`src/rtl/pixel_scan_pkg.sv`:
```
// Shared definitions for the pixel digital scan: default geometry, FSM states, out_data layout.
// Also imported by the scanner and the packer so that all three agree on field placement.
package pixel_scan_pkg;

    localparam int unsigned ROW_DEF        = 400;
    localparam int unsigned COLUMN_DEF     = 32;
    localparam int unsigned DATA_W_DEF     = 8;
    localparam int unsigned FIFO_DEPTH_DEF = 16;
    localparam int unsigned RowWDef        = $clog2(ROW_DEF);
    localparam int unsigned ColWDef        = $clog2(COLUMN_DEF);

    typedef enum logic [1:0] {
        StIdle    = 2'd0,
        StWaitMk  = 2'd1,
        StCapture = 2'd2
    } scan_state_e;

    // out_data layout is {row, col, data}, data in the LSBs
    localparam int unsigned DataLsb = 0;

    function automatic int unsigned col_lsb(input int unsigned data_w);
        return data_w;
    endfunction

    function automatic int unsigned row_lsb(input int unsigned data_w, input int unsigned col_w);
        return data_w + col_w;
    endfunction

endpackage

```
`src/rtl/pixel_readout_fifo.sv`:
```
// Synchronous FIFO with a registered head word: data_o/valid_o come straight from flops.
// Simultaneous push and pop on a full FIFO are both accepted.
module pixel_readout_fifo #(
    parameter int unsigned DEPTH = 16,
    parameter int unsigned WIDTH = 8
) (
    input  logic             clk_i,
    input  logic             rst_ni,
    input  logic             push_i,
    input  logic [WIDTH-1:0] data_i,
    input  logic             ready_i,
    output logic             full_o,
    output logic             valid_o,
    output logic [WIDTH-1:0] data_o
);

    localparam int unsigned PtrW = $clog2(DEPTH);
    localparam int unsigned CntW = $clog2(DEPTH + 1);

    logic [WIDTH-1:0] mem_q [DEPTH];
    logic [PtrW-1:0]  rd_ptr_q, rd_ptr_d;
    logic [PtrW-1:0]  wr_ptr_q, wr_ptr_d;
    logic [CntW-1:0]  count_q, count_d;
    logic             valid_q;
    logic [WIDTH-1:0] head_q, head_d;
    logic             pop;
    logic             push_ok;

    assign full_o  = (count_q == CntW'(DEPTH));
    assign pop     = valid_q & ready_i;
    assign push_ok = push_i & (~full_o | pop);
    assign valid_o = valid_q;
    assign data_o  = head_q;

    // Pointer/count update and selection of the word that becomes the head next cycle
    always_comb begin
        rd_ptr_d = rd_ptr_q;
        wr_ptr_d = wr_ptr_q;
        count_d  = count_q;
        head_d   = '0;
        if (pop) begin
            rd_ptr_d = rd_ptr_q + PtrW'(1);
        end
        if (push_ok) begin
            wr_ptr_d = wr_ptr_q + PtrW'(1);
        end
        if (push_ok && !pop) begin
            count_d = count_q + CntW'(1);
        end else if (!push_ok && pop) begin
            count_d = count_q - CntW'(1);
        end
        // The word being written is the new head only when it lands where the read pointer goes
        if (count_d != '0) begin
            if (push_ok && (rd_ptr_d == wr_ptr_q)) begin
                head_d = data_i;
            end else begin
                head_d = mem_q[rd_ptr_d];
            end
        end
    end

    // Storage array, no reset needed
    always_ff @(posedge clk_i) begin
        if (push_ok) begin
            mem_q[wr_ptr_q] <= data_i;
        end
    end

    // Pointers, occupancy and registered head
    always_ff @(posedge clk_i or negedge rst_ni) begin
        if (!rst_ni) begin
            rd_ptr_q <= '0;
            wr_ptr_q <= '0;
            count_q  <= '0;
            valid_q  <= 1'b0;
            head_q   <= '0;
        end else begin
            rd_ptr_q <= rd_ptr_d;
            wr_ptr_q <= wr_ptr_d;
            count_q  <= count_d;
            valid_q  <= (count_d != '0);
            head_q   <= head_d;
        end
    end

endmodule

```
`src/rtl/pixel_scan_readout.sv`:
```
// Receive side of the pixel digital scan: tags each returned sample with its (row,col),
// re-aligns on the frame marker and buffers words for the packer.
// Build option: PIXEL_READOUT_HITONLY_EN drops zero-valued samples (zero suppression).
module pixel_scan_readout
    import pixel_scan_pkg::*;
#(
    parameter int unsigned ROW        = ROW_DEF,
    parameter int unsigned COLUMN     = COLUMN_DEF,
    parameter int unsigned DATA_W     = DATA_W_DEF,
    parameter int unsigned FIFO_DEPTH = FIFO_DEPTH_DEF
) (
    input  logic                                            clk_s,
    input  logic                                            rst_n_s,
    input  logic                                            enable_s,
    input  logic                                            speak_s,
    input  logic                                            marker_a,
    input  logic [DATA_W-1:0]                               pix_data,
    output logic                                            out_valid,
    input  logic                                            out_ready,
    output logic [$clog2(ROW)+$clog2(COLUMN)+DATA_W-1:0]    out_data,
    output logic                                            frame_start,
    output logic                                            frame_done,
    output logic                                            overflow,
    output logic                                            sync_err
);

    localparam int unsigned RowW   = $clog2(ROW);
    localparam int unsigned ColW   = $clog2(COLUMN);
    localparam int unsigned OutW   = RowW + ColW + DATA_W;
    localparam int unsigned ColLsb = col_lsb(DATA_W);
    localparam int unsigned RowLsb = row_lsb(DATA_W, ColW);

    logic [2:0]      mk_sync_q;
    logic            mk_rise;
    scan_state_e     state_q;
    logic [RowW-1:0] row_q, samp_row, row_nxt;
    logic [ColW-1:0] col_q, samp_col, col_nxt;
    logic            at_origin;
    logic            sample;
    logic            last_row, last_col;
    logic            push_req;
    logic            fifo_full;
    logic            drop;
    logic [OutW-1:0] push_word;
    logic            frame_start_q, frame_done_q, overflow_q, sync_err_q;

    // Two-flop synchroniser for the marker plus one history flop for edge detection
    always_ff @(posedge clk_s or negedge rst_n_s) begin
        if (!rst_n_s) begin
            mk_sync_q <= '0;
        end else begin
            mk_sync_q <= {mk_sync_q[1:0], marker_a};
        end
    end

    assign mk_rise   = mk_sync_q[1] & ~mk_sync_q[2];
    assign at_origin = (row_q == '0) && (col_q == '0);
    assign sample    = (state_q == StCapture) && enable_s && speak_s;

    // A marker in the same cycle as a strobe re-addresses that sample to (0,0)
    assign samp_row  = mk_rise ? '0 : row_q;
    assign samp_col  = mk_rise ? '0 : col_q;
    assign last_col  = (samp_col == ColW'(COLUMN - 1));
    assign last_row  = (samp_row == RowW'(ROW - 1));

    // Raster-order successor of the sampled address
    always_comb begin
        col_nxt = samp_col + ColW'(1);
        row_nxt = samp_row;
        if (last_col) begin
            col_nxt = '0;
            row_nxt = last_row ? '0 : samp_row + RowW'(1);
        end
    end

    // Pack the tagged word
    always_comb begin
        push_word                     = '0;
        push_word[DataLsb +: DATA_W]  = pix_data;
        push_word[ColLsb +: ColW]     = samp_col;
        push_word[RowLsb +: RowW]     = samp_row;
    end

`ifdef PIXEL_READOUT_HITONLY_EN
    assign push_req = sample && (pix_data != '0);
`else
    assign push_req = sample;
`endif

    // Only a push that the FIFO cannot take this cycle counts as a drop
    assign drop = push_req & fifo_full & ~(out_valid & out_ready);

    // Scan FSM with address counters and registered status flags
    always_ff @(posedge clk_s or negedge rst_n_s) begin
        if (!rst_n_s) begin
            state_q       <= StIdle;
            row_q         <= '0;
            col_q         <= '0;
            frame_start_q <= 1'b0;
            frame_done_q  <= 1'b0;
            overflow_q    <= 1'b0;
            sync_err_q    <= 1'b0;
        end else begin
            frame_start_q <= 1'b0;
            frame_done_q  <= 1'b0;
            if (!enable_s) begin
                state_q    <= StIdle;
                overflow_q <= 1'b0;
                sync_err_q <= 1'b0;
            end else begin
                case (state_q)
                    StIdle: begin
                        state_q <= StWaitMk;
                    end
                    StWaitMk: begin
                        if (mk_rise) begin
                            state_q <= StCapture;
                            row_q   <= '0;
                            col_q   <= '0;
                        end
                    end
                    StCapture: begin
                        if (mk_rise && !at_origin) begin
                            sync_err_q <= 1'b1;
                        end
                        if (speak_s) begin
                            row_q         <= row_nxt;
                            col_q         <= col_nxt;
                            frame_start_q <= (samp_row == '0) && (samp_col == '0);
                            frame_done_q  <= last_row && last_col;
                        end else if (mk_rise) begin
                            row_q <= '0;
                            col_q <= '0;
                        end
                        if (drop) begin
                            overflow_q <= 1'b1;
                        end
                    end
                    default: begin
                        state_q <= StIdle;
                    end
                endcase
            end
        end
    end

    assign frame_start = frame_start_q;
    assign frame_done  = frame_done_q;
    assign overflow    = overflow_q;
    assign sync_err    = sync_err_q;

    pixel_readout_fifo #(
        .DEPTH (FIFO_DEPTH),
        .WIDTH (OutW)
    ) u_fifo (
        .clk_i   (clk_s),
        .rst_ni  (rst_n_s),
        .push_i  (push_req),
        .data_i  (push_word),
        .ready_i (out_ready),
        .full_o  (fifo_full),
        .valid_o (out_valid),
        .data_o  (out_data)
    );

endmodule

```
`config.mk`:
```
export PLATFORM = sky130hd
export DESIGN_NAME = pixel_scan_readout
export DESIGN_NICKNAME = d
export VERILOG_FILES = /design/src/rtl/pixel_scan_pkg.sv /design/src/rtl/pixel_readout_fifo.sv /design/src/rtl/pixel_scan_readout.sv
export SDC_FILE = /design/constraint.sdc
export NUM_CORES = 1
export LEC_CHECK = 0
export BUFFER_PORTS_ARGS = -buffer_cell sky130_fd_sc_hd__buf_2
export CAP_MARGIN = 5
export CELL_PAD_IN_SITES_DETAIL_PLACEMENT = 0
export CELL_PAD_IN_SITES_GLOBAL_PLACEMENT = 2
export CORE_MARGIN = 4
export CORE_UTILIZATION = 42
export CTS_BUF_LIST = sky130_fd_sc_hd__clkbuf_8
export CTS_CLUSTER_SIZE = 28
export DETAILED_ROUTE_END_ITERATION = 16
export PLACE_DENSITY = 0.75
export RECOVER_POWER = 100
export SYNTH_ARGS = -nofsm -noshare
export SYNTH_HDL_FRONTEND = slang
export SYNTH_SLANG_ARGS = --single-unit
```
`constraint.sdc`:
```
create_clock -name clk_s -period 3.5 [get_ports clk_s]
set_input_delay 0.525 -clock clk_s [delete_from_list [all_inputs] [get_ports clk_s]]
set_output_delay 0.525 -clock clk_s [all_outputs]
set_load 0.05 [all_outputs]
```
### Word-level counts from Yosys, hierarchy flattened

Memories as Yosys holds them, arrays and structs flattened.
Cells that the tools add are included.

* $mul: 0
* shifts and indexed selects: 0
* multiplexer cells: 31
* equal/unequal tests: 11
* magnitude comparators: 0
* bitwise logic cells: 9
* add/sub/neg operators: 6
* divide/modulo/power cells: 0
* reduce and logical (&&, ||, !) cells: 23

Operators with widths (count)
* 22-bit two-way mux: 2
* 9-bit two-way mux: 4
* 5-bit two-way mux: 5
* 9-bit zero test: 2
* 9-bit one-hot mux with 2 select lines: 1
* 1-bit two-way mux: 14
* 5-bit by 1-bit adder with 5-bit output, second input constant: 2
* 5-bit equality test, second input constant: 2
* 5-bit zero test: 2
* 5-bit one-hot mux with 2 select lines: 1
* 9-bit by 1-bit adder with 9-bit output, second input constant: 1
* 9-bit equality test, second input constant: 1
* 1-bit logical AND: 9
* 4-bit by 1-bit adder with 4-bit output, second input constant: 2
* 2-bit AND reduction: 4
* 2-bit by 1-bit inequality test with 1-bit output, second input constant: 3
* 2-bit one-hot mux with 3 select lines: 1
* 1-bit bitwise AND: 5
* 5-bit nonzero test: 1
* 5-bit by 1-bit subtractor with 5-bit output, second input constant: 1
* 4-bit equality test: 1
* 2-bit two-way mux: 2
* 4-bit two-way mux: 1
* 1-bit zero test: 3
* other kinds (8): 10

* register bits: 59
* RAM bits: 352
* bits in latches: 0
* input bits: 14
* logic and storage cells: 94
* memories: 1
* memory bits (read-only): 0

Memories
* u_fifo.mem_q: words 16, width 22, rd ports 1, clocked after Yosys merged registers in 0, wr ports 1, RTL line pixel_readout_fifo.sv:20 `logic [WIDTH-1:0] mem_q [DEPTH];`

### Longest topological paths before layout

Gate-level depths: netlist of run 1.

* depth after elaboration: 10
* depth in mapped cells: 15

### By module

Synthesis of run 1 repeated with hierarchy kept, for this count alone.

* cell total of the unflattened synthesis: 1540
* area total of the unflattened synthesis: 19273.5 µm²

Modules (own cells, without submodules)
* pixel_readout_fifo: area an instance 17890.9 µm², cells each 1395, instances 1
* pixel_scan_readout: area an instance 1382.6 µm², cells each 145, instances 1

### Worst setup path after synthesis of run 1

Ideal clock, no wire load.

* path type: flip-flop to flip-flop
* start point: reg u_fifo.valid_q, in the netlist u_fifo.valid_o
* end point: mem u_fifo.mem_q[3][0] (netlist bit), enable pin
* cell stages (with the launch flop): 9
* data required time: 3071 ps
* arrival: 3598 ps
* path slack: -527 ps
* cell sequence: dfrtp_1 -> buf_4 -> nand2_1 -> buf_2 -> buf_2 -> buf_1 -> a21oi_2 -> nand2_1 -> nor3_1

* longest elaborated chain between the ends: 5

Ends and longest elaborated chain
* start: declaration: RTL line pixel_readout_fifo.sv:24 `logic valid_q;`
* start signal: assignment: RTL line pixel_readout_fifo.sv:81 `valid_q <= (count_d != '0);`
* 1-bit bitwise AND: RTL line pixel_readout_fifo.sv:30 `assign pop = valid_q & ready_i;`
* 1-bit OR: RTL line pixel_readout_fifo.sv:31 `assign push_ok = push_i & (~full_o | pop);`
* 1-bit bitwise AND: RTL line pixel_readout_fifo.sv:31
* 1-bit two-way mux: RTL line pixel_readout_fifo.sv:64 `if (push_ok) begin`
* 1-bit two-way mux (implied by the code): RTL line pixel_readout_fifo.sv:65 `mem_q[wr_ptr_q] <= data_i;`
* end: declaration: RTL line pixel_readout_fifo.sv:20

Every way passes these cells.

### Final worst setup path of run 1

* start point: reg u_fifo.rd_ptr_q[0]
* end point: reg u_fifo.head_q[7], in the netlist u_fifo.data_o[7]

* longest elaborated chain between the ends: 6
* elaborated cells between the ends (all ways): 7
* those cells by class: add/sub: 1; eq/ne: 1; mux: 3; reduce/logical: 1; memory: 1

Ends and longest elaborated chain
* start: declaration: RTL line pixel_readout_fifo.sv:21 `logic [PtrW-1:0] rd_ptr_q, rd_ptr_d;`
* start signal: assignment: RTL line pixel_readout_fifo.sv:78 `rd_ptr_q <= rd_ptr_d;`
* 4-bit by 1-bit adder with 4-bit output: RTL line pixel_readout_fifo.sv:42 `rd_ptr_d = rd_ptr_q + PtrW'(1);`
* 4-bit two-way mux *: RTL line pixel_readout_fifo.sv:41 `if (pop) begin`
* branches (longest 2 deep; another with memory read 16 x 22 bit)
* 22-bit two-way mux *: RTL line pixel_readout_fifo.sv:54 `if (push_ok && (rd_ptr_d == wr_ptr_q)) begin`
* 22-bit two-way mux *: RTL line pixel_readout_fifo.sv:53 `if (count_d != '0) begin`
* via u_fifo.head_d[7]: RTL line pixel_readout_fifo.sv:25 `logic [WIDTH-1:0] head_q, head_d;`
* end signal: assignment: RTL line pixel_readout_fifo.sv:76 `head_q <= '0;`
* end signal: assignment: RTL line pixel_readout_fifo.sv:82 `head_q <= head_d;`
* end: declaration: RTL line pixel_readout_fifo.sv:25

Mark *: on every way through the listed nets, which the timed path passes.
A chain may end at the register's enable or synchronous reset.

==> impl_metrics.tcl, run 1 <==
set metrics [dict create \
    run_status "complete, but fails checks" \
    violations "max-capacitance violations, max-slew violations" \
    wl_met3_um 3870 \
    die_h_um 225.8 \
    synthesis.instances 1531 \
    place_ws_ns 0.5760 \
    clkLatencyLatePin_ns 0.66 \
    syn-num-nets 1559 \
    worst_hold_slack_ns 0.3079 \
    total_leakage_power_uw 0.007971 \
    cts_buffers 75 \
    htreeDepth 3 \
    synth_xor_area_frac 0.005149 \
    async_flop_share 0.1436 \
    wl_met1_um 26330 \
    cp-end-kind "flip-flop" \
    clk_pin_slew_worst_paths_ns 0.06 \
    layout.cells.non_filler 2267 \
    fill_cells 4228 \
    cp.arrival_ns 3.76 \
    grt_max_degree 145 \
    seq_area_mm2 0.01205 \
    route.vias.total 14180 \
    yosys.cell_types.count 74 \
    synthFlopType "edfxtp_1" \
    synth_mux_area_frac 0.1152 \
    synth_top_family_by_area "compound AO/OA/AOI/OAI gates" \
    crit_path_top_delay_cell "and3_1" \
    synth_edf_count 352 \
    route.detailed.drc 0 \
    ff2ff_setup_slack_ns 0.26 \
    antenna_found_initial 0 \
    crit_path_max_incr_delay_ns 0.73 \
    grt-ovfl-total 0 \
    clock-sinks 411 \
    rsz0062_at_grt "false" \
    cts_tree "done" \
    critical_path_required_ns 4.02 \
    seq_area_frac_synth 0.6046 \
    path_common_cell "and3_1" \
    drive_above_1_share 0.1494 \
    drtAntennaViolNets 0 \
    slew_headroom -0.2341 \
    cts_max_path_buffers 3 \
    ctsRootBufferMaster "clkbuf_8" \
    row_count 79 \
    gp_congestion 0.8091 \
    vias_per_cell 6.253 \
    grt_pass1_wl_um 89640 \
    start_util 0.4262 \
    synth_area_leaders "edfxtp_1 53%, mux2i_1 7.8%, dfrtp_1 7.4%" \
    io_pins 41 \
    worst_pin_slew_ns 1.851 \
    synthAdderAreaFrac 0.008791 \
    design.core.area_mm2 0.04675 \
    layout.nets 1629 \
    hpwlAfterDp_um 35980 \
    yosys_register_bits 411 \
    place_inst 2130 \
    drt_iter0_markers 1114 \
    die_w_um 225.8 \
    antenna_cells 0 \
    yosysTopAreaCell "edfxtp_1" \
    synth_warnings 0 \
    finClkSkew_ns 0.04532 \
    p_per_area_mw_per_mm2 828.2 \
    layout_min_cycle_time_ns 3.245 \
    synth.top_cell.area_share 0.5305 \
    first_pass_iters 5 \
    numPortBuffers 40 \
    hp-class "in2reg" \
    period_share 0.9271 \
    avgRoutedWirePerCell_um 26.71 \
    grt_pass1_vias 14000 \
    slew_viol_final 60 \
    max_freq_ghz 0.3082 \
    hold_violations 0 \
    worstPathMaxFanout 26 \
    syn_area_per_cell_um2 13.01 \
    finalSetupTns_ns 0 \
    synth_area_mm2 0.01993 \
    worstSetupPathType "reg2reg" \
    synth_compound_gate_area_share 0.1694 \
    start_kind "flip-flop" \
    worstPathCellList "ha_1, and3_1, buf_4, a22oi_1, and3_1, a311oi_1, o32ai_2" \
    top_layer "met4" \
    track_usage 0.2358 \
    die_area_mm2 0.05099 \
    layout_commonest_cell "edfxtp_1" \
    syn_to_final_growth_pct 11.86 \
    cts_resized 0 \
    routed-wl-met2_um 28770 \
    final_cell_mix "352 x edfxtp_1, 155 x mux2i_1, 91 x o21ai_0" \
    post-route-util 0.4767 \
    setup_violations 0 \
    max_cap_viol_count 1 \
    setup_slack_ns 0.2553 \
    multi_input_area_mm2 0.007182 \
    drt_wl_total_um 60550 \
    peakVddDrop_mv 0.8011 \
    synth_simple_gate_area_share 0.05991 \
]
state kept, by name (all words and copies together), names as in the netlist:
| signal | count |
|---|---|
| u_fifo.mem_q | 352 |
| u_fifo.data_o | 22 |
| row_q | 9 |
| col_q | 5 |
| u_fifo.count_q | 5 |
| u_fifo.rd_ptr_q | 4 |
| u_fifo.wr_ptr_q | 4 |
| mk_sync_q | 3 |
| state_q | 2 |
| frame_done | 1 |
| frame_start | 1 |
| overflow | 1 |
| sync_err | 1 |
| u_fifo.valid_o | 1 |
final timing paths:
kind / startpoint / endpoint / cells past startpoint
worst max-delay path: u_fifo.rd_ptr_q[0] / u_fifo.data_o[7] / 7
worst min-delay path: enable_s / sync_err / 3
worst max register to register: u_fifo.rd_ptr_q[0] / u_fifo.data_o[7] / 7
worst min register to register: mk_sync_q[0] / mk_sync_q[1] / 0
max in group asynchronous: rst_n_s / u_fifo.rd_ptr_q[1] / 1
min in group asynchronous: rst_n_s / u_fifo.data_o[6] / 1
critical path: cells and delay by family, from the launching register on:
kind / cells / cell delay [ns]
buf+inv: 1 / 0.53
fa+ha+maj: 1 / 0.44
compound gates: 3 / 0.60
flops: 1 / 0.55
simple gates: 2 / 0.94
layout make-up:
class	count	share of cell area
clock buffer	87	0.05372
sequential	411	0.5406
multi-input combinational	957	0.3222
inverter	32	0.005614
timing repair buffer	124	0.03497
tap	607	0.03408
clock inverter	49	0.008814
stage by stage:
stage               total power [uW]  instance area [um^2]
global route                   19470                 22290
finish                         18460                 22290
CTS                            18640                 22540
floorplan                      11780                 19950
detailed placement             14330                 21140
global placement               14260                 21140
timing repair:
item | CTS | global route
hold buffers | 1 | 0
setup buffers | 0 | 0
endpoints found under the hold margin | 1 | 0
cells in the mapped netlist (31+ instances only):
cell      instances
o21ai_0          91
dfrtp_1          59
o22ai_1          46
edfxtp_1        352
clkbuf_1         57
a22oi_1          60
o221ai_1         34
mux2i_1         155
nand2_1          56
buf_2            52
nor2_1           59
a21oi_1          67
inv_1            31
a221oi_1         42
mux2_2           52
routing by layer:
metal,up-vias,GRT usage
met2,499,0.3788
met3,96,0.04537
li1,6302,-
met5,-,0
met1,7278,0.3229
met4,0,0.08200
report_power, final:
part	internal, uW	switching [uW]
Clock	2250	2010
Sequential	5640	283
Combinational	2990	5290
Total	10900	7570
kinds of logic after synthesis:
kind of cell               count (synthesis)
adders and majority gates                 14
xor gates and xnor gates                  10
DFF                                      411
muxes                                    214
AOI/OAI and AO/OA                        481
buffers and inverters                    163
and+or+nand+nor                          238
No activity file was read; power rests on OpenSTA's default activity.
==> inputs of run 2 (changes only) <==
CORE_UTILIZATION = 47   (was 42)
PLACE_DENSITY = 0.8   (was 0.75)
clock period = 3.6 ns   (was 3.5 ns; I/O delays follow)
==> run 2 against run 1 <==
  * The run still ends with max-capacitance violations, max-slew violations left
  * Via count decreased by 0.46%
  * Global-route usage rose by 1.2 points
  * Sequential share of layout area increased by 0.42 points
  * Register-to-register slack worse by 0.07 ns
  * First-iteration DRC count increased by 23%
==> impl_metrics.tcl, run 2 (synthesis results as in run 1) <==
set metrics [dict create \
    grt-ovfl-total 0 \
    place_ws_ns 0.2869 \
    syn_to_final_growth_pct 10.99 \
    regMostFlops "u_fifo.mem_q" \
    use_met1 0.3360 \
    antenna_found_initial 1 \
    r2r_start "u_fifo.valid_o" \
    run_status "complete, but fails checks" \
    cts_tree "done" \
    vias_per_cell 6.443 \
    p_sw_uw 7345 \
    setup_slack_ns 0.1888 \
    p_int_uw 10530 \
    slew_headroom -0.2166 \
    finClkSkew_ns 0.02634 \
    post-route-util 0.5272 \
    worstSetupStartpoint "u_fifo.valid_o" \
    slew_viol_final 60 \
    gp_congestion 0.8172 \
    clock-sinks 411 \
    ctsRootBufferMaster "clkbuf_8" \
    use_met3 0.03915 \
    p_per_area_mw_per_mm2 808.0 \
    grt_pass1_vias 13990 \
    avgRoutedWirePerCell_um 26.60 \
    start_util 0.4750 \
    route.detailed.drc 0 \
    row_count 75 \
    die_h_um 213.9 \
    grt_pass1_wl_um 87380 \
    worstPathCellList "and2_0, nand4b_1, a221oi_2, a2111o_2, nand2_1, o32ai_1" \
    period_share 0.9475 \
    post_cts_buffers 0 \
    drtAntennaViolNets 0 \
    die_area_mm2 0.04575 \
    worstSetupPathType "reg2reg" \
    max_freq_ghz 0.2932 \
    pwr-share-seq 0.323 \
    worstPathMaxFanout 13 \
    total_leakage_power_uw 0.007941 \
    hold_violations 0 \
    swShare 0.4110 \
    pwr-share-comb 0.447 \
    layout.nets 1620 \
    cts_max_path_buffers 3 \
    route.vias.total 14110 \
    cp-end-kind "flip-flop" \
    clkLatencyLatePin_ns 0.62 \
    cts_buffers 71 \
    drt_iter0_markers 1372 \
    layout_commonest_cell "edfxtp_1" \
    cts_resized 0 \
    rsz0062_at_grt "false" \
    hpwlAfterDp_um 35050 \
    drive_above_1_share 0.1497 \
    die_w_um 213.9 \
    clock_power_share 0.230 \
    layout_min_cycle_time_ns 3.411 \
    peakVddDrop_mv 0.9564 \
    ctsHoldBuffers 1 \
    hp-class "in2reg" \
    track_usage 0.2482 \
    finalSetupTns_ns 0 \
    drt_wl_total_um 58250 \
    final_cell_mix "352 x edfxtp_1, 155 x mux2i_1, 91 x o21ai_0" \
    clk_pin_slew_worst_paths_ns 0.06 \
    worst_pin_slew_ns 1.825 \
    critical_path_required_ns 4.09 \
    setup_violations 0 \
    violations "max-capacitance violations, max-slew violations" \
    largest_reg_flops 352 \
    crit_path_top_delay_cell "dfrtp_1" \
    grt_util_met2 0.4112 \
    io_pins 41 \
    worst_hold_slack_ns 0.3471 \
    start_kind "flip-flop" \
    grt_busiest_layer "met2" \
    crit_path_max_incr_delay_ns 0.67 \
    max_cap_viol_count 1 \
    design.core.area_mm2 0.04195 \
    first_pass_iters 5 \
    cp.arrival_ns 3.90 \
    grt_max_degree 147 \
    numPortBuffers 40 \
    htreeDepth 3 \
    hp-start "enable_s" \
]
run 2: changes by cell type in the layout (fill, tap and decap cells not counted), moves of 2 or more:
cell	before	now
clkbuf_2	9	26
buf_4	51	37
clkbuf_1	51	44
clkbuf_8	87	80
nor2_1	52	57
clkinv_1	13	9
clkinvlp_4	0	4
nor2_2	5	1
bufinv_16	0	2
run 2: area by class of cell:
class,count,area [um^2]
fillers,3562,19830
repair buffers,119,715.7
clock buffers,80,1101
diodes,1,2.502
flip-flops and latches,411,12050
well taps,539,674.4
clock inverters,51,267.8
multi-input cells,957,7181
inverters,32,125.1
run 2: layer usage:
metal	wire [um]	up-vias
met5	0	-
met4	1545	0
met3	3434	115
met2	28420	515
met1	24850	7196
li1	-	6284
run 2: power by group through the flow:
stage          combinational, uW  sequential, uW  clock, uW
2_1_floorplan               5300            6150          0
3_3_place_gp                7910            5870          0
3_5_place_dp                7970            5870          0
4_1_cts                     8000            5780       4210
5_1_grt                     8550            5800       4430
6_report                    7990            5770       4110
run 2: critical path: cells and delay by family (launching register included):
| family | cells | cell delay [ns] |
|---|---|---|
| compound gates | 3 | 1.23 |
| simple gates | 3 | 1.38 |
| flops | 1 | 0.67 |
run 2: worst paths after layout:
kind / end / slack [ns] / cells after the start
max: u_fifo.data_o[18] / 0.19 / 6
min: sync_err / 0.35 / 3
max reg2reg: u_fifo.data_o[18] / 0.19 / 6
min reg2reg: mk_sync_q[1] / 0.36 / 0
max in group asynchronous: u_fifo.rd_ptr_q[1] / 1.98 / 1
min in group asynchronous: u_fifo.data_o[4] / 0.41 / 1
run 2: per-stage QoR:
step	power (uW)	instances	instance area, um^2
final	17870	2190	22120
after global routing	18780	2189	22110
after CTS	17990	2189	22360
after detailed placement	13830	2057	20980
after global placement	13780	2057	20980
after floorplan	11450	1531	19950
==> inputs of run 3 (changes only) <==
CORE_UTILIZATION = 42   (was 47)
PLACE_DENSITY = 0.75   (was 0.8)
clock period = 3.03 ns   (was 3.6 ns; I/O delays follow)
==> run 3 against run 2 <==
  * The flow now finishes without violations
  * Worst setup slack lost 0.0072 ns
  * Worst hold slack lost 0.076 ns
  * Clock power is 23% higher
  * Via count is essentially flat
  * Critical path depth up 3
  * Register-to-register slack hardly changed
  * Global-route usage decreased by 1.7 points
  * Flip-flop and latch count unchanged
  * Die area up 11%
  * Final area rose by 1.6%
  * Maximum frequency rose by 20%
==> impl_metrics.tcl, run 3 (synthesis results as in run 1) <==
set metrics [dict create \
    drtAntennaViolNets 0 \
    hold_depth 4 \
    slew_viol_final 0 \
    grt_pass1_vias 13830 \
    cp-end-kind "flip-flop" \
    r2r_start "u_fifo.rd_ptr_q[0]" \
    setup_violations 0 \
    largest_reg_flops 352 \
    period_share 0.9400 \
    cts_buffers 73 \
    die_area_mm2 0.05099 \
    critical_path_required_ns 3.54 \
    vias_per_cell 6.192 \
    finalPower_uw 21580 \
    route.detailed.drc 0 \
    layout_commonest_cell "edfxtp_1" \
    ctsRootBufferMaster "clkbuf_8" \
    final_cell_mix "352 x edfxtp_1, 155 x mux2i_1, 91 x o21ai_0" \
    max_freq_ghz 0.3511 \
    regMostFlops "u_fifo.mem_q" \
    worst_pin_slew_ns 1.195 \
    hold_violations 0 \
    worstSetupPathType "reg2reg" \
    grt_max_degree 121 \
    hp-class "in2reg" \
    htreeDepth 3 \
    layout_min_cycle_time_ns 2.848 \
    dpl_cell_area_mm2 0.02131 \
    cts_max_path_buffers 3 \
    hpwlAfterDp_um 36260 \
    start_util 0.4262 \
    die_h_um 225.8 \
    gp_congestion 0.8554 \
    syn_to_final_growth_pct 12.78 \
    max_cap_viol_count 0 \
    final_area_mm2 0.02247 \
    r2r_end "u_fifo.data_o[15]" \
    cp.arrival_ns 3.36 \
    start_kind "flip-flop" \
    drt_wl_total_um 59580 \
    setup_slack_ns 0.1817 \
    antenna_found_initial 1 \
    clkLatencyLatePin_ns 0.65 \
    first_pass_iters 5 \
    layout.nets 1642 \
    grt_pass1_wl_um 88400 \
    total_leakage_power_uw 0.008074 \
    avgRoutedWirePerCell_um 26.13 \
    peakVddDrop_mv 0.7178 \
    finClkSkew_ns 0.03990 \
    row_count 79 \
    clock-sinks 411 \
    drive_above_1_share 0.1608 \
    post_cts_buffers 0 \
    design.core.area_mm2 0.04675 \
    rsz0062_at_grt "false" \
    antenna_cells 0 \
    hp-start "enable_s" \
    run_status "complete, no violations" \
    finalSetupTns_ns 0 \
    r2r_cells 9 \
    track_usage 0.2307 \
    ff2ff_setup_slack_ns 0.18 \
    p_per_area_mw_per_mm2 960.2 \
    io_pins 41 \
    worstPathMaxFanout 13 \
    die_w_um 225.8 \
    route.vias.total 14120 \
    cts_tree "done" \
    slew_headroom 0.2036 \
    place_ws_ns 0.1117 \
    clk_pin_slew_worst_paths_ns 0.07 \
    drt_iter0_markers 1289 \
    numPortBuffers 40 \
    grt-ovfl-total 0 \
    hold_end "frame_done" \
]
==> run 3: cell types whose count changed in the layout (fill, tap and decap cells not counted), sizes merged <==
cell,delta
clkinv,-3
diode,-1
dlygate4sd3,+1
buf,+22
clkbuf,+4
clkinvlp,-4
inv,+3
==> run 3: metal layers <==
metal	vias to the layer above	global-route usage	wire (um)
met1	7207	0.3110	25990
met2	485	0.3863	28710
li1	6331	-	-
met4	0	0.07034	1484
met5	-	0	0
met3	94	0.03718	3392
==> run 3: how the worst max path moves through the flow <==
stage | from | end | slack [ns] | cells after the start
CTS | u_fifo.rd_ptr_q[0] | u_fifo.data_o[15] | 0.13 | 9
global route | u_fifo.rd_ptr_q[0] | u_fifo.data_o[1] | 0.03 | 9
floorplan | mk_sync_q[1] | row_q[6] | 0.003 | 14
detailed placement | out_ready | u_fifo.data_o[15] | 0.11 | 10
global placement | out_ready | u_fifo.data_o[15] | 0.14 | 10
finish | u_fifo.rd_ptr_q[0] | u_fifo.data_o[15] | 0.18 | 9
==> run 3: metrics by stage <==
stage | utilization | instances | hold slack [ns]
finish | 0.4806 | 2280 | 0.2714
global route | 0.4806 | 2280 | 0.2632
CTS | 0.4871 | 2280 | 0.1570
detailed placement | 0.4559 | 2144 | 0.3402
global placement | 0.4559 | 2144 | 0.3354
floorplan | - | 1531 | 0.1589
==> run 3: cell type report <==
| class | instances | area (um^2) |
|---|---|---|
| clock buffers | 87 | 1197 |
| clock inverters | 47 | 242.7 |
| fillers | 4187 | 24280 |
| inverters | 32 | 125.1 |
| multi-input cells | 957 | 7194 |
| flip-flops and latches | 411 | 12050 |
| well taps | 607 | 759.5 |
| repair buffers | 139 | 899.6 |
==> run 3: power breakdown <==
part / switching [uW] / internal (uW)
Combinational: 6150 / 3520
Clock: 2300 / 2770
Sequential: 313 / 6520
==> run 3: timing repair <==
action                                  4_1_cts  5_1_grt
gates resized for setup                       0        1
endpoints found under the hold margin        33        0
endpoints found under the setup margin        0        1
hold buffers                                  2        0
==> run 3: worst max-delay path, cell delays in order, from the launching register on <==
cell       delay (ns)
dfrtp_4          0.49
ha_1             0.35
and3_2           0.23
nor2_2           0.30
inv_1            0.10
buf_2            0.27
a2111oi_0        0.45
o32ai_1          0.19
a221oi_1         0.24
a21oi_1          0.10
